===== config.mk =====
export PLATFORM = sky130hd
export DESIGN_NAME = branch_predict_resolve
export DESIGN_NICKNAME = d
export VERILOG_FILES = /design/src/rtl/branch_predict_resolve_pkg.sv /design/src/rtl/branch_predict_resolve_branch_cmp.sv /design/src/rtl/branch_predict_resolve.sv
export SDC_FILE = /design/constraint.sdc
export NUM_CORES = 1
export LEC_CHECK = 0
export ABC_AREA = 1
export BUFFER_PORTS_ARGS = -buffer_cell sky130_fd_sc_hd__buf_4
export CAP_MARGIN = 5
export CORE_AREA = 2 2 181 183
export DETAILED_ROUTE_END_ITERATION = 8
export DIE_AREA = 0 0 183 185
export GPL_ROUTABILITY_DRIVEN = 1
export PLACE_DENSITY = 0.68
export SYNTH_ARGS = -nofsm -noshare
export SYNTH_HDL_FRONTEND = slang
export SYNTH_SLANG_ARGS = --single-unit
export TNS_END_PERCENT = 20

===== constraint.sdc =====
create_clock -name clk -period 2.3 [get_ports clk]
set_input_delay 0.23 -clock clk [delete_from_list [all_inputs] [get_ports clk]]
set_output_delay 0.23 -clock clk [all_outputs]
set_load 0.01 [all_outputs]

===== src/rtl/branch_predict_resolve_pkg.sv =====
// Shared branch encodings and BHT counter states
// for the EX-stage branch resolution unit.
package branch_predict_resolve_pkg;

  localparam logic [2:0] F3_BEQ  = 3'b000;
  localparam logic [2:0] F3_BNE  = 3'b001;
  localparam logic [2:0] F3_BLT  = 3'b100;
  localparam logic [2:0] F3_BGE  = 3'b101;
  localparam logic [2:0] F3_BLTU = 3'b110;
  localparam logic [2:0] F3_BGEU = 3'b111;

  typedef enum logic [1:0] {
    SNT = 2'b00,
    WNT = 2'b01,
    WT  = 2'b10,
    ST  = 2'b11
  } bht_cnt_e;

  localparam logic [1:0] BHT_RST = WNT;

  function automatic logic [1:0] bht_next(
    input logic [1:0] cnt,
    input logic       taken
  );
    logic [1:0] nxt;
    nxt = cnt;
    if (taken && cnt != ST)
      nxt = cnt + 2'd1;
    else if (!taken && cnt != SNT)
      nxt = cnt - 2'd1;
    return nxt;
  endfunction

endpackage


===== src/rtl/branch_predict_resolve_branch_cmp.sv =====
// Conditional-branch comparator: maps funct3
// and operands to outcome and illegal flag.
module branch_cmp
  import branch_predict_resolve_pkg::*;
#(
  parameter int XLEN = 64
) (
  input  logic [2:0]      i_funct3,
  input  logic [XLEN-1:0] i_rs1,
  input  logic [XLEN-1:0] i_rs2,
  output logic            o_taken,
  output logic            o_illegal
);

  logic w_eq;
  logic w_lt;
  logic w_ltu;

  assign w_eq  = (i_rs1 == i_rs2);
  assign w_lt  = ($signed(i_rs1) < $signed(i_rs2));
  assign w_ltu = (i_rs1 < i_rs2);

  always_comb begin
    o_taken   = 1'b0;
    o_illegal = 1'b0;
    unique case (i_funct3)
      F3_BEQ:  o_taken = w_eq;
      F3_BNE:  o_taken = !w_eq;
      F3_BLT:  o_taken = w_lt;
      F3_BGE:  o_taken = !w_lt;
      F3_BLTU: o_taken = w_ltu;
      F3_BGEU: o_taken = !w_ltu;
      default: o_illegal = 1'b1;
    endcase
  end

endmodule


===== src/rtl/branch_predict_resolve.sv =====
// EX-stage branch resolution: compare, BHT
// predict/train, redirect pulse and statistics.
module branch_predict_resolve
  import branch_predict_resolve_pkg::*;
#(
  parameter int XLEN      = 64,
  parameter int BHT_DEPTH = 16,
  parameter int CNT_W     = 32
) (
  input  logic             clk,
  input  logic             rst_n,
  input  logic [XLEN-1:0]  lookup_pc,
  output logic             lookup_taken,
  input  logic             res_valid,
  input  logic             res_kill,
  input  logic [XLEN-1:0]  res_pc,
  input  logic [2:0]       res_funct3,
  input  logic [XLEN-1:0]  res_rs1,
  input  logic [XLEN-1:0]  res_rs2,
  input  logic             res_pred_taken,
  input  logic [XLEN-1:0]  res_target,
  output logic             taken_q,
  output logic             mispredict_q,
  output logic [XLEN-1:0]  redirect_pc_q,
  output logic             illegal_q,
  output logic [CNT_W-1:0] branch_cnt,
  output logic [CNT_W-1:0] mispred_cnt
);

  localparam int IDX_W = $clog2(BHT_DEPTH);

  logic [1:0]       r_bht [BHT_DEPTH];
  logic             r_taken;
  logic             r_mispred;
  logic             r_illegal;
  logic [XLEN-1:0]  r_redirect;
  logic [CNT_W-1:0] r_br_cnt;
  logic [CNT_W-1:0] r_mp_cnt;

  logic [IDX_W-1:0] w_lk_idx;
  logic [IDX_W-1:0] w_rs_idx;
  logic             w_taken;
  logic             w_illegal;
  logic             w_event;
  logic             w_legal;
  logic             w_mispred;
  logic [XLEN-1:0]  w_next_pc;
  logic             w_unused;

  assign w_lk_idx = lookup_pc[IDX_W+1:2];
  assign w_rs_idx = res_pc[IDX_W+1:2];
  assign w_unused = ^{lookup_pc[XLEN-1:IDX_W+2],
                      lookup_pc[1:0]};

  branch_cmp #(.XLEN(XLEN)) u_cmp (
    .i_funct3  (res_funct3),
    .i_rs1     (res_rs1),
    .i_rs2     (res_rs2),
    .o_taken   (w_taken),
    .o_illegal (w_illegal)
  );

  assign w_event   = res_valid && !res_kill;
  assign w_legal   = w_event && !w_illegal;
  assign w_mispred = w_legal
                   && (w_taken != res_pred_taken);
  assign w_next_pc = w_taken ? res_target
                   : res_pc + XLEN'(4);

  // Read-before-write: lookup sees the pre-edge counter
  assign lookup_taken = r_bht[w_lk_idx][1];

  always_ff @(posedge clk or negedge rst_n) begin
    if (!rst_n) begin
      for (int i = 0; i < BHT_DEPTH; i++)
        r_bht[i] <= BHT_RST;
    end else if (w_legal) begin
      r_bht[w_rs_idx] <= bht_next(r_bht[w_rs_idx],
                                  w_taken);
    end
  end

  always_ff @(posedge clk or negedge rst_n) begin
    if (!rst_n) begin
      r_taken    <= 1'b0;
      r_mispred  <= 1'b0;
      r_illegal  <= 1'b0;
      r_redirect <= '0;
    end else begin
      r_taken   <= w_event && w_taken;
      r_mispred <= w_mispred;
      r_illegal <= w_event && w_illegal;
      if (w_event)
        r_redirect <= w_next_pc;
    end
  end

  always_ff @(posedge clk or negedge rst_n) begin
    if (!rst_n) begin
      r_br_cnt <= '0;
      r_mp_cnt <= '0;
    end else begin
      if (w_legal && r_br_cnt != '1)
        r_br_cnt <= r_br_cnt + CNT_W'(1);
      if (w_mispred && r_mp_cnt != '1)
        r_mp_cnt <= r_mp_cnt + CNT_W'(1);
    end
  end

  assign taken_q       = r_taken;
  assign mispredict_q  = r_mispred;
  assign illegal_q     = r_illegal;
  assign redirect_pc_q = r_redirect;
  assign branch_cnt    = r_br_cnt;
  assign mispred_cnt   = r_mp_cnt;

endmodule


Word level (Yosys, flattened, before mapping)
Index checks and enable logic that the tools add are counted.
{"block": "op_classes", "n_reduce_logical": 18, "order_cmp": 5, "add_sub_neg": 5, "bitwise_logic": 2, "eq_ne": 10, "mux": 15}
{"operator": "less-than comparator 64 bit", "n": 2}
{"operator": "adder 32 x 1 -> 32 bit (second input constant)", "n": 2}
{"operator": "adder 64 x 3 -> 64 bit (second input constant)", "n": 1}
{"operator": "equality test 64 bit", "n": 1}
{"operator": "2-to-1 mux 64 bit", "n": 1}
{"operator": "inequality test 32 bit (second input constant)", "n": 2}
{"operator": "bitwise mux 32 bit", "n": 1}
{"operator": "binary-select mux 2 bit (select 4 bit)", "n": 2}
{"operator": "2-to-1 mux 2 bit", "n": 8}
{"operator": "equality test 3 bit (second input constant)", "n": 4}
{"operator": ">= comparator 5 bit (second input constant)", "n": 2}
{"operator": "logical AND 1 bit", "n": 10}
{"operator": "inverter 4 -> 5 bit", "n": 2}
{"operator": "demux 2 bit (select 4 bit)", "n": 1}
{"operator": "one-hot mux 1 bit (6 select lines)", "n": 1}
{"operator": "OR reduction 6 bit", "n": 1}
{"operator": "zero test 1 bit", "n": 5}
{"operator": "less-than comparator 5 x 1 -> 1 bit (second input constant)", "n": 1}
{"operator": "equality test 3 x 1 -> 1 bit (second input constant)", "n": 1}
{"operator": "zero test 3 bit", "n": 1}
{"operator": "adder 2 x 1 -> 2 bit (second input constant)", "n": 1}
{"operator": "inequality test 2 bit (second input constant)", "n": 1}
{"operator": "nonzero test 2 bit", "n": 1}
{"operator": "subtractor 2 x 1 -> 2 bit (second input constant)", "n": 1}
{"operator": "other kinds (2)", "n": 2}
{"block": "word_totals", "input_bits": 328, "word_cells": 77, "output_inout_bits": 132, "regBits": 163}

Depth between registers and ports, before layout
Gate-level depths: netlist of the first run.
{"block": "logic_depth", "ltp_word": 10, "depth_mapped": 26, "depth_no_buf": 24}

Cells and area by module
A second synthesis of the first run with hierarchy kept.
{"block": "unflattened", "hier_cells": 2013, "area_unflattened_um2": 13091.3}
{"module": "branch_predict_resolve", "area_per_inst_um2": 11199.5, "seq_area_each_um2": 4098.9, "cells_per_inst": 1700, "n_inst": 1}
{"module": "branch_cmp", "area_per_inst_um2": 1891.8, "seq_area_each_um2": 0.0, "cells_per_inst": 313, "n_inst": 1}

Worst setup path before layout of the first run
Ideal clock, no wire load.
{"block": "synth_path", "path_type": "register to register", "start": "register r_br_cnt[0] (netlist: branch_cnt[0])", "end": "register r_br_cnt[27] (netlist: branch_cnt[27])", "period_less_slack_ns": 2.462, "path_stages_with_launch": 15, "arrival_ns": 2.383, "setup_slack_ns": -0.162, "required_time_ns": 2.221, "path_buffers": 0, "setup_ns": 0.079, "path_cell_list": "dfrtp_1 > ha_1 > nand3_1 > nor3_1 > nor3b_1 > a21oi_2 > nand2_2 > nor2_1 > nand3_1 > nor2_2 > nand3_2 > nor2_1 > nand2_1 > nor2_1 > xor2_1"}
{"block": "synth_via", "elab_chain_cells": 2, "word_cells_on_any_way": 3, "classes_between": "add/sub (1); eq/ne (1); reduce/logical (1)"}
{"item": "start: declaration", "line_no": "branch_predict_resolve.sv:37", "source": "logic [CNT_W-1:0] r_br_cnt;"}
{"item": "start signal: assignment", "line_no": "branch_predict_resolve.sv:104", "source": "r_br_cnt <= r_br_cnt + CNT_W'(1);"}
{"item": "parallel branches: the longest is 2 deep, another holds adder 32 x 1 -> 32 bit"}
Several ways; the timed one is not identified.
A chain may end at the register's enable or synchronous reset.

Final worst setup path of the first run
{"block": "layout_path", "start": "input res_rs2[55]", "end": "register r_redirect[30] (netlist: redirect_pc_q[30])"}
{"block": "layout_via", "elab_chain_cells": 4, "word_cells_on_any_way": 8, "classes_between": "order compare (2); eq/ne (1); mux (2); reduce/logical (3)"}
{"item": "start: declaration", "line_no": "branch_predict_resolve.sv:19", "source": "input logic [XLEN-1:0] res_rs2,"}
{"item": "less-than comparator 64 bit (tied with other cells)", "line_no": "branch_predict_resolve_branch_cmp.sv:21", "source": "assign w_ltu = (i_rs1 < i_rs2);"}
{"item": "zero test 1 bit, on equally long branches", "line_no": "branch_predict_resolve_branch_cmp.sv:32, branch_predict_resolve_branch_cmp.sv:28, branch_predict_resolve_branch_cmp.sv:30"}
{"item": "one-hot mux 1 bit (6 select lines) (*)", "line_no": "branch_predict_resolve_branch_cmp.sv:26", "source": "unique case (i_funct3)"}
{"item": "2-to-1 mux 64 bit (*)", "line_no": "branch_predict_resolve.sv:67", "source": "assign w_next_pc = w_taken ? res_target"}
{"item": "end signal: assignment", "line_no": "branch_predict_resolve.sv:94", "source": "r_redirect <= w_next_pc;"}
{"item": "end: declaration", "line_no": "branch_predict_resolve.sv:36", "source": "logic [XLEN-1:0] r_redirect;"}
Every way passes the cells marked *; elsewhere a longest branch is shown, timed or not.

==> out/qor.csv, run 1 <==
stage,metric,value,unit
hold_path,Hold Path Class,in -> reg,
synthesis,largest family of logic cells by synthesized area,simple AND/OR/NAND/NOR gates,
synthesis,Compound-Gate Fraction of Synth Area,5.663,%
placement,GP Congestion,0.9350,
synthesis,ys flop type,dfrtp_1,
final_layout,Layout Nets,2633,
critical_path,WP buf/inv,5,
route,Initial DRC Count,823,
die,core area,0.03204,sq mm
critical_path,Worst Setup SP,res_rs2[55],
placement,I/O Buffers,399,
critical_path,CP Cell Sequence,buf_4 > inv_2 > ha_4 > a21oi_2 > o21a_1 > nand2_1 > a21oi_2 > nand2_4 > nor2_4 > nand2_2 > nand2_2 > nor2_4 > nor2_4 > nand2_4 > buf_6 > buf_12 > nor2_8 > clkbuf_16 > nand2_1 > nand3_1,
pwr,logic gate share of total power,32.7,%
critical_path,crit-path max cell delay,0.26,ns
timing,Least-Margin Pin Slew,0.5320,ns
synthesis,"top cells by area, synth","dfrtp_1, nand2_1, ha_1, xor2_1, inv_1",
critical_path,crit path DAT,2.79,ns
clock_network,"Clk pin slew, worst setup/hold paths",0.08,ns
grt,total congestion overflow,0,
timing,minimum clock period,2.403,ns
route,vias,13400,
grt,first-pass GRT wire length,68370,microns
grt,initial antenna violation count,1,
critical_path,Worst Setup End Kind,flip-flop,
timing,Slew Limit Fails,0,
pwr,"IR drop worst, VDD",0.5169,mV
synthesis,Post-Synth XOR/XNOR Area,8.274,%
synthesis,Syn Nets,2100,
synthesis,"area leader, netlist",dfrtp_1,
final_layout,layout cells sized above 1,37.58,%
synthesis,register bit total from synthesis,163,
synthesis,Post-synth EDFFs,0,
pwr,Psw,3.455,mW
critical_path,critical path peak fanout,7,
synthesis,mux cell area share after synthesis,0.3289,%
placement,detailed placement HPWL,35430,microns
clock_network,clock tree buffer depth,2,
run_status,failing checks,setup timing,
pwr,Power Dens Cells,540.0,mW/mm^2
synthesis,Syn Area/Cell,7.161,sq um
pwr,Leak Pwr,9.501,nW
critical_path,required time worst endpoint,2.68,ns
route,per-cell routed wire length,17.42,microns
timing,Max Fclk,0.4161,GHz
pwr,sequential power share,36.3,%
synthesis,dominant cell by count in the synthesized netlist,nand2_1,
synthesis,Synth Cell Area,0.01217,sq mm
clock_network,Clock Sinks,163,
timing,"Hold Vio Cnt, Final",0,
route,DRC viols,0,
route,drt first pass iters,5,
timing,skew final,0.01084,ns
pwr,internal power,6.696,mW
run_status,outcome,"complete, but fails checks",
route,routed wire length,46260,microns
final_layout,Fillers,2914,
die,total die area,0.03386,sq mm
timing,worst setup margin,-0.1035,ns
synthesis,post-synth top area share,30.22,%
synthesis,area share of fa/ha/maj cells after synthesis,7.401,%
grt,All-Layer GR Usage,25.53,%
timing,worst hold margin,0.02147,ns
synthesis,"Distinct cells, synth",49,
grt,largest net degree at the start of global routing,50,
critical_path,crit path max-delay cell type,nor2_8,
critical_path,FF-to-FF Start,branch_cnt[1],
clock_network,clk_lat worst skew,0.44,ns
critical_path,cell mode on critical path,nor2_4,
die,Starting Density,37.99,%
pwr,Clk pwr share,31.0,%
timing,RSZ-0062 raised after global routing,yes,
critical_path,CP top delay family,simple AND/OR/NAND/NOR gates,
route,Vias/cell,5.047,
die,Die X,183,microns
final_layout,Layout area overhead,54.44,%
clock_network,CTS buffer count,17,
pwr,Switching Fraction,34.04,%
grt,vias in the first global route,13130,
die,Rows,66,
clock_network,H-tree levels,4,
critical_path,Startpoint Class,primary input,
synthesis,simple-gate portion of the synthesized area,36.29,%
placement,Place WS,-0.5136,ns
route,post-route ant nets,0,
job,Max Cap Viol,0,
critical_path,WS Path Type,in -> reg,
final_layout,Final Util,58.67,%
synthesis,Mapped Cells,1700,
hold_path,HP Start,res_pc[1],
timing,Final Setup Violations,44,
die,I/O pins,460,
clock_network,CTS tree,built,
clock_network,Root Driver,clkbuf_16,
die,Die Y,185,microns
synthesis,asr flop ratio synth,100.0,%
timing,Final Cycle Share,104.5,%
synthesis,register area share after synthesis,33.67,%
synthesis,YS warnings,0,
synthesis,most instantiated cells after synthesis,"nand2_1, inv_1, dfrtp_1",
timing,relative slew slack,64.53,%
==> power by group through the flow <==
stage | Sequential (mW) | Combinational [mW] | Clock (mW)
finish | 3.68 | 3.32 | 3.15
CTS | 3.67 | 2.98 | 3.20
global route | 3.74 | 3.62 | 3.31
floorplan | 3.79 | 1.28 | 0
global placement | 3.72 | 2.86 | 0
detailed placement | 3.71 | 2.92 | 0
==> final cells by class <==
cell class,instances,area [sq um],share of cell area (%)
clock inverter,15,219.0,1.165
clock buffer,17,425.4,2.263
multi-input combinational,1291,8249,43.88
timing repair buffer,554,4499,23.93
inverter,206,792.0,4.213
antenna,1,2.502,0.01331
tap,408,510.5,2.715
sequential,163,4101,21.82
==> cells in the final DEF (no fill, tap or decap), drive strengths merged, types with 40 or more instances in the layout <==
cell and n:
nand2 564, buf 516, inv 211, nor2 152, dfrtp 147, nand3 120
xor2 88, ha 72, nand4 65, nor3 61, o21ai 48, a21oi 40
==> cell families (layout without fill, tap and decap cells) <==
family,after synthesis,count (layout)
mux,4,4
flops,163,163
fa+ha+maj,72,72
xor+xnor,115,115
simple gates,983,985
compound gates,115,115
buf+inv,248,792
other cells,0,1
==> sequential cells by signal (all words and copies together) (netlist names) <==
| signal | flops |
|---|---|
| redirect_pc_q | 64 |
| r_bht | 32 |
| illegal_q | 1 |
| mispredict_q | 1 |
| mispred_cnt | 32 |
| taken_q | 1 |
| branch_cnt | 32 |
==> routing by layer <==
metal  wire length, microns  part of all wire, %  track usage [%]  vias up
li1                       -                    -                -     6547
met1                  18940                   41            31.56     6308
met2                  23160                   50            44.89      467
met3                   3043                  6.6            6.193       78
met4                   1117                  2.4            6.016        0
met5                      0                    0                0        -
==> worst reg2reg max path: stages (launching register included) <==
cell and delay [ns]:
dfrtp_2 0.43, ha_4 0.17, nand3_2 0.07, nor3_1 0.07
nor3b_2 0.17, a21oi_2 0.23, nand2_2 0.12, nor2_4 0.12
nand2_2 0.09, nor2_4 0.14, nand2_2 0.09, nor2_4 0.11
nand2_2 0.09, nor3_2 0.15, xor2_1 0.16
==> worst paths after layout <==
path | end | slack [ns] | cells past startpoint
hold / removal | redirect_pc_q[1] | 0.02 | 3
setup / recovery | redirect_pc_q[30] | -0.10 | 20
setup reg to reg | branch_cnt[30] | 0.01 | 14
hold reg to reg | r_bht[18] | 0.47 | 2
max in group asynchronous | redirect_pc_q[63] | 1.29 | 3
min in group asynchronous | r_bht[27] | 0.31 | 2
==> per-stage QoR <==
step	cell area (sq um)	setup TNS (ns)	power (mW)	instances
2_1_floorplan	12300	-0.07435	5.069	1700
3_3_place_gp	16520	-48.18	6.577	2577
3_5_place_dp	16520	-57.99	6.633	2577
4_1_cts	17510	0	9.849	2643
5_1_grt	18800	-13.72	10.67	2655
6_report	18800	-2.376	10.15	2655
==> what timing repair did <==
action,in CTS,in global routing
endpoints found under the setup margin,56,142
gates resized for setup,6,242
gates cloned,0,8
hold buffers,33,0
buffers inserted,1,3
endpoints found under the hold margin,74,0
pin swaps,5,90
(Power assumes the default switching activity.)
==> run 2: changes to the inputs <==
Settings changed: ABC_AREA 1 to 0, PLACE_DENSITY 0.68 to 0.62.
==> run 2 against run 1 <==
  * The flow still finishes with violations (setup timing)
  * Non-clock buffer count grew 31
  * Wire length is 17% lower
  * Clock-buffer cell count is 1 higher
  * Utilization is 5.4 points lower
  * Final cell count shrank 21%
  * First-iteration DRC count fell by 43%
  * Synthesized area is 15% lower
  * Register-to-register slack worse by 0.35 ns
  * Critical path depth is 4 lower
  * Die area unchanged
  * Largest power group is now combinational cells
==> out/qor.csv, run 2 <==
stage,metric,value,unit
run_status,outcome,"complete, but fails checks",
run_status,failing checks,setup timing,
route,DRC viols,0,
die,core area,0.03204,sq mm
synthesis,most instantiated cells after synthesis,"dfrtp_1, nand2_1, inv_1",
pwr,"IR drop worst, VDD",0.5261,mV
final_layout,Fillers,2851,
die,I/O pins,460,
synthesis,Syn Area/Cell,9.266,sq um
route,post-route ant nets,0,
synthesis,register area share after synthesis,39.71,%
clock_network,clock tree buffer depth,2,
clock_network,Clock Sinks,163,
final_layout,design area,0.01707,sq mm
timing,Final Setup Violations,130,
synthesis,YS warnings,0,
pwr,Power Dens Cells,629.5,mW/mm^2
timing,Least-Margin Pin Slew,0.8345,ns
route,Vias/cell,5.039,
critical_path,Startpoint Class,primary input,
job,Max Cap Viol,0,
timing,Max Fclk,0.3622,GHz
synthesis,register bit total from synthesis,163,
route,highest metal used,met4,
die,Starting Density,32.22,%
grt,first-pass GRT wire length,58290,microns
placement,Place WS,-1.018,ns
timing,"Hold Vio Cnt, Final",0,
critical_path,r2r setup slk,-0.34,ns
grt,total congestion overflow,0,
critical_path,Worst Setup SP,res_rs2[63],
final_layout,"commonest non-fill, non-tap cell in the layout",buf_4,
final_layout,Layout Nets,2077,
synthesis,"area leader, netlist",dfrtp_1,
clock_network,CTS tree,built,
placement,I/O Buffers,399,
grt,initial antenna violation count,1,
timing,Slew Limit Fails,0,
final_layout,Largest register FFs,64,
route,Metal-1 WL,16690,microns
critical_path,FF-to-FF Start,r_bht[25],
clock_network,clk_lat worst skew,0.43,ns
synthesis,dominant cell by count in the synthesized netlist,dfrtp_1,
die,Rows,66,
die,total die area,0.03386,sq mm
critical_path,WS Path Type,in -> reg,
placement,detailed placement HPWL,29740,microns
critical_path,critical path peak fanout,8,
synthesis,"Distinct cells, synth",54,
route,routed wire length,38550,microns
die,Die X,183,microns
critical_path,crit path to,r_bht[22],
grt,All-Layer GR Usage,22.07,%
route,per-cell routed wire length,18.36,microns
critical_path,R2R depth,12,
placement,GP Congestion,0.8893,
grt,largest net degree at the start of global routing,73,
hold_path,Hold Path Class,in -> reg,
final_layout,Layout area overhead,65.39,%
synthesis,Mapped Cells,1114,
synthesis,post-synth top area share,35.64,%
pwr,sequential power share,34.8,%
clock_network,Root Driver,clkbuf_16,
route,drt first pass iters,7,
timing,Final Cycle Share,120.1,%
final_layout,layout cells sized above 1,48.76,%
route,vias,10580,
pwr,Leak Pwr,8.027,nW
synthesis,Synth Cell Area,0.01032,sq mm
pwr,Clk pwr share,27.7,%
critical_path,Worst Setup End Kind,flip-flop,
pwr,Switching Fraction,32.66,%
timing,relative slew slack,44.37,%
timing,worst hold margin,0.02442,ns
timing,skew final,0.01351,ns
clock_network,H-tree levels,4,
timing,worst setup margin,-0.4613,ns
synthesis,Syn Nets,1514,
critical_path,FF-to-FF End,r_bht[7],
pwr,internal power,7.238,mW
die,Die Y,185,microns
timing,RSZ-0062 raised after global routing,yes,
synthesis,Post-synth EDFFs,0,
route,DR WL met2,19020,microns
timing,minimum clock period,2.761,ns
critical_path,crit path DAT,3.11,ns
synthesis,"top cells by area, synth","dfrtp_1, ha_1, xnor2_1, nand2_1, dfstp_2",
pwr,logic gate share of total power,37.6,%
clock_network,"Clk pin slew, worst setup/hold paths",0.08,ns
route,WL met3,1705,microns
critical_path,required time worst endpoint,2.65,ns
final_layout,most frequent cells in the layout,"buf_4, dfrtp_1, nand2_1",
synthesis,asr flop ratio synth,100.0,%
synthesis,ys flop type,dfrtp_1,
placement,Placement Cell Area,0.01538,sq mm
grt,vias in the first global route,10800,
route,Initial DRC Count,470,
clock_network,CTS buffer count,17,
timing,setup TNS,-46.31,ns
pwr,Psw,3.510,mW
==> run 2: cell count changes after synthesis, moves of 12 or more <==
| cell | change |
|---|---|
| mux4_2 | +14 |
| xor2_1 | -41 |
| and3_1 | +25 |
| xnor2_1 | +49 |
| nand4_1 | -33 |
| nand2_1 | -409 |
| o21ai_0 | +17 |
| a221o_1 | +40 |
| inv_1 | -116 |
| nand2_2 | -12 |
| nand3_1 | -50 |
| nand3_2 | -15 |
| nor2_1 | -68 |
==> run 2: cell families after synthesis <==
family / after synthesis / synth area share [%]
AOI/OAI and AO/OA: 178 / 11.56
xor gates and xnor gates: 125 / 10.86
adders and majority gates: 72 / 8.727
buffers and inverters: 127 / 4.945
DFF: 163 / 39.71
muxes: 23 / 3.976
and+or+nand+nor: 426 / 20.22
==> run 2: per-stage QoR <==
| stage | std cells | power [mW] | util [%] |
|---|---|---|---|
| detailed placement | 2038 | 7.035 | 48.00 |
| CTS | 2092 | 10.45 | 51.83 |
| global placement | 2038 | 6.952 | 48.00 |
| global route | 2099 | 11.29 | 53.28 |
| floorplan | 1114 | 5.167 | - |
| finish | 2099 | 10.75 | 53.28 |
==> run 2: power by group through the flow <==
stage	combinational, mW	sequential [mW]	clock, mW
after floorplan	1.30	3.87	0
after global placement	3.20	3.76	0
after detailed placement	3.27	3.77	0
after CTS	3.68	3.73	3.04
after global routing	4.33	3.80	3.17
final	4.04	3.74	2.97
==> run 2: how the worst min path moves through the flow <==
stage                   startpoint           endpoint  slack (ns)  depth (start not counted)
finish              res_target[19]  redirect_pc_q[19]        0.02                          2
global route        res_target[20]  redirect_pc_q[20]       0.003                          2
CTS                 res_target[19]  redirect_pc_q[19]       0.005                          2
detailed placement           rst_n     branch_cnt[22]        0.24                          1
global placement             rst_n     branch_cnt[22]        0.24                          1
floorplan                    rst_n      branch_cnt[0]       -0.07                          0
==> run 2: what timing repair did <==
action / 4_1_cts / 5_1_grt
hold buffers: 3 / 0
resized for setup: 116 / 95
cloned: 5 / 4
pin swaps: 27 / 31
setup endpoints to repair: 131 / 141
buffers inserted: 14 / 4
endpoints found under the hold margin: 51 / 0
==> run 2: per-layer routing <==
layer  vias up  global-route usage, %
li1       5075                      -
met1      5151                  28.93
met2       287                  36.91
met3        64                  3.834
met4         0                  7.424
met5         -                      0
==> run 2: critical path, stage by stage <==
cell	delay [ns]
buf_4	0.13
inv_12	0.03
ha_4	0.27
nand4_1	0.14
nor4bb_2	0.40
and3_4	0.25
nand3_2	0.06
xor2_1	0.15
a221o_1	0.34
o31ai_4	0.09
buf_12	0.17
buf_6	0.10
mux2i_4	0.27
xnor2_4	0.18
clkbuf_16	0.22
o21ai_1	0.08
==> run 2: final cells by class <==
class,count,area [sq um],area share [%]
flip-flops and latches,163,4099,24.01
diodes,1,2.502,0.01466
clock buffers,18,429.2,2.514
clock inverters,14,165.2,0.9674
inverters,86,360.3,2.111
well taps,408,510.5,2.990
multi-input cells,824,6638,38.88
repair buffers,585,4868,28.52
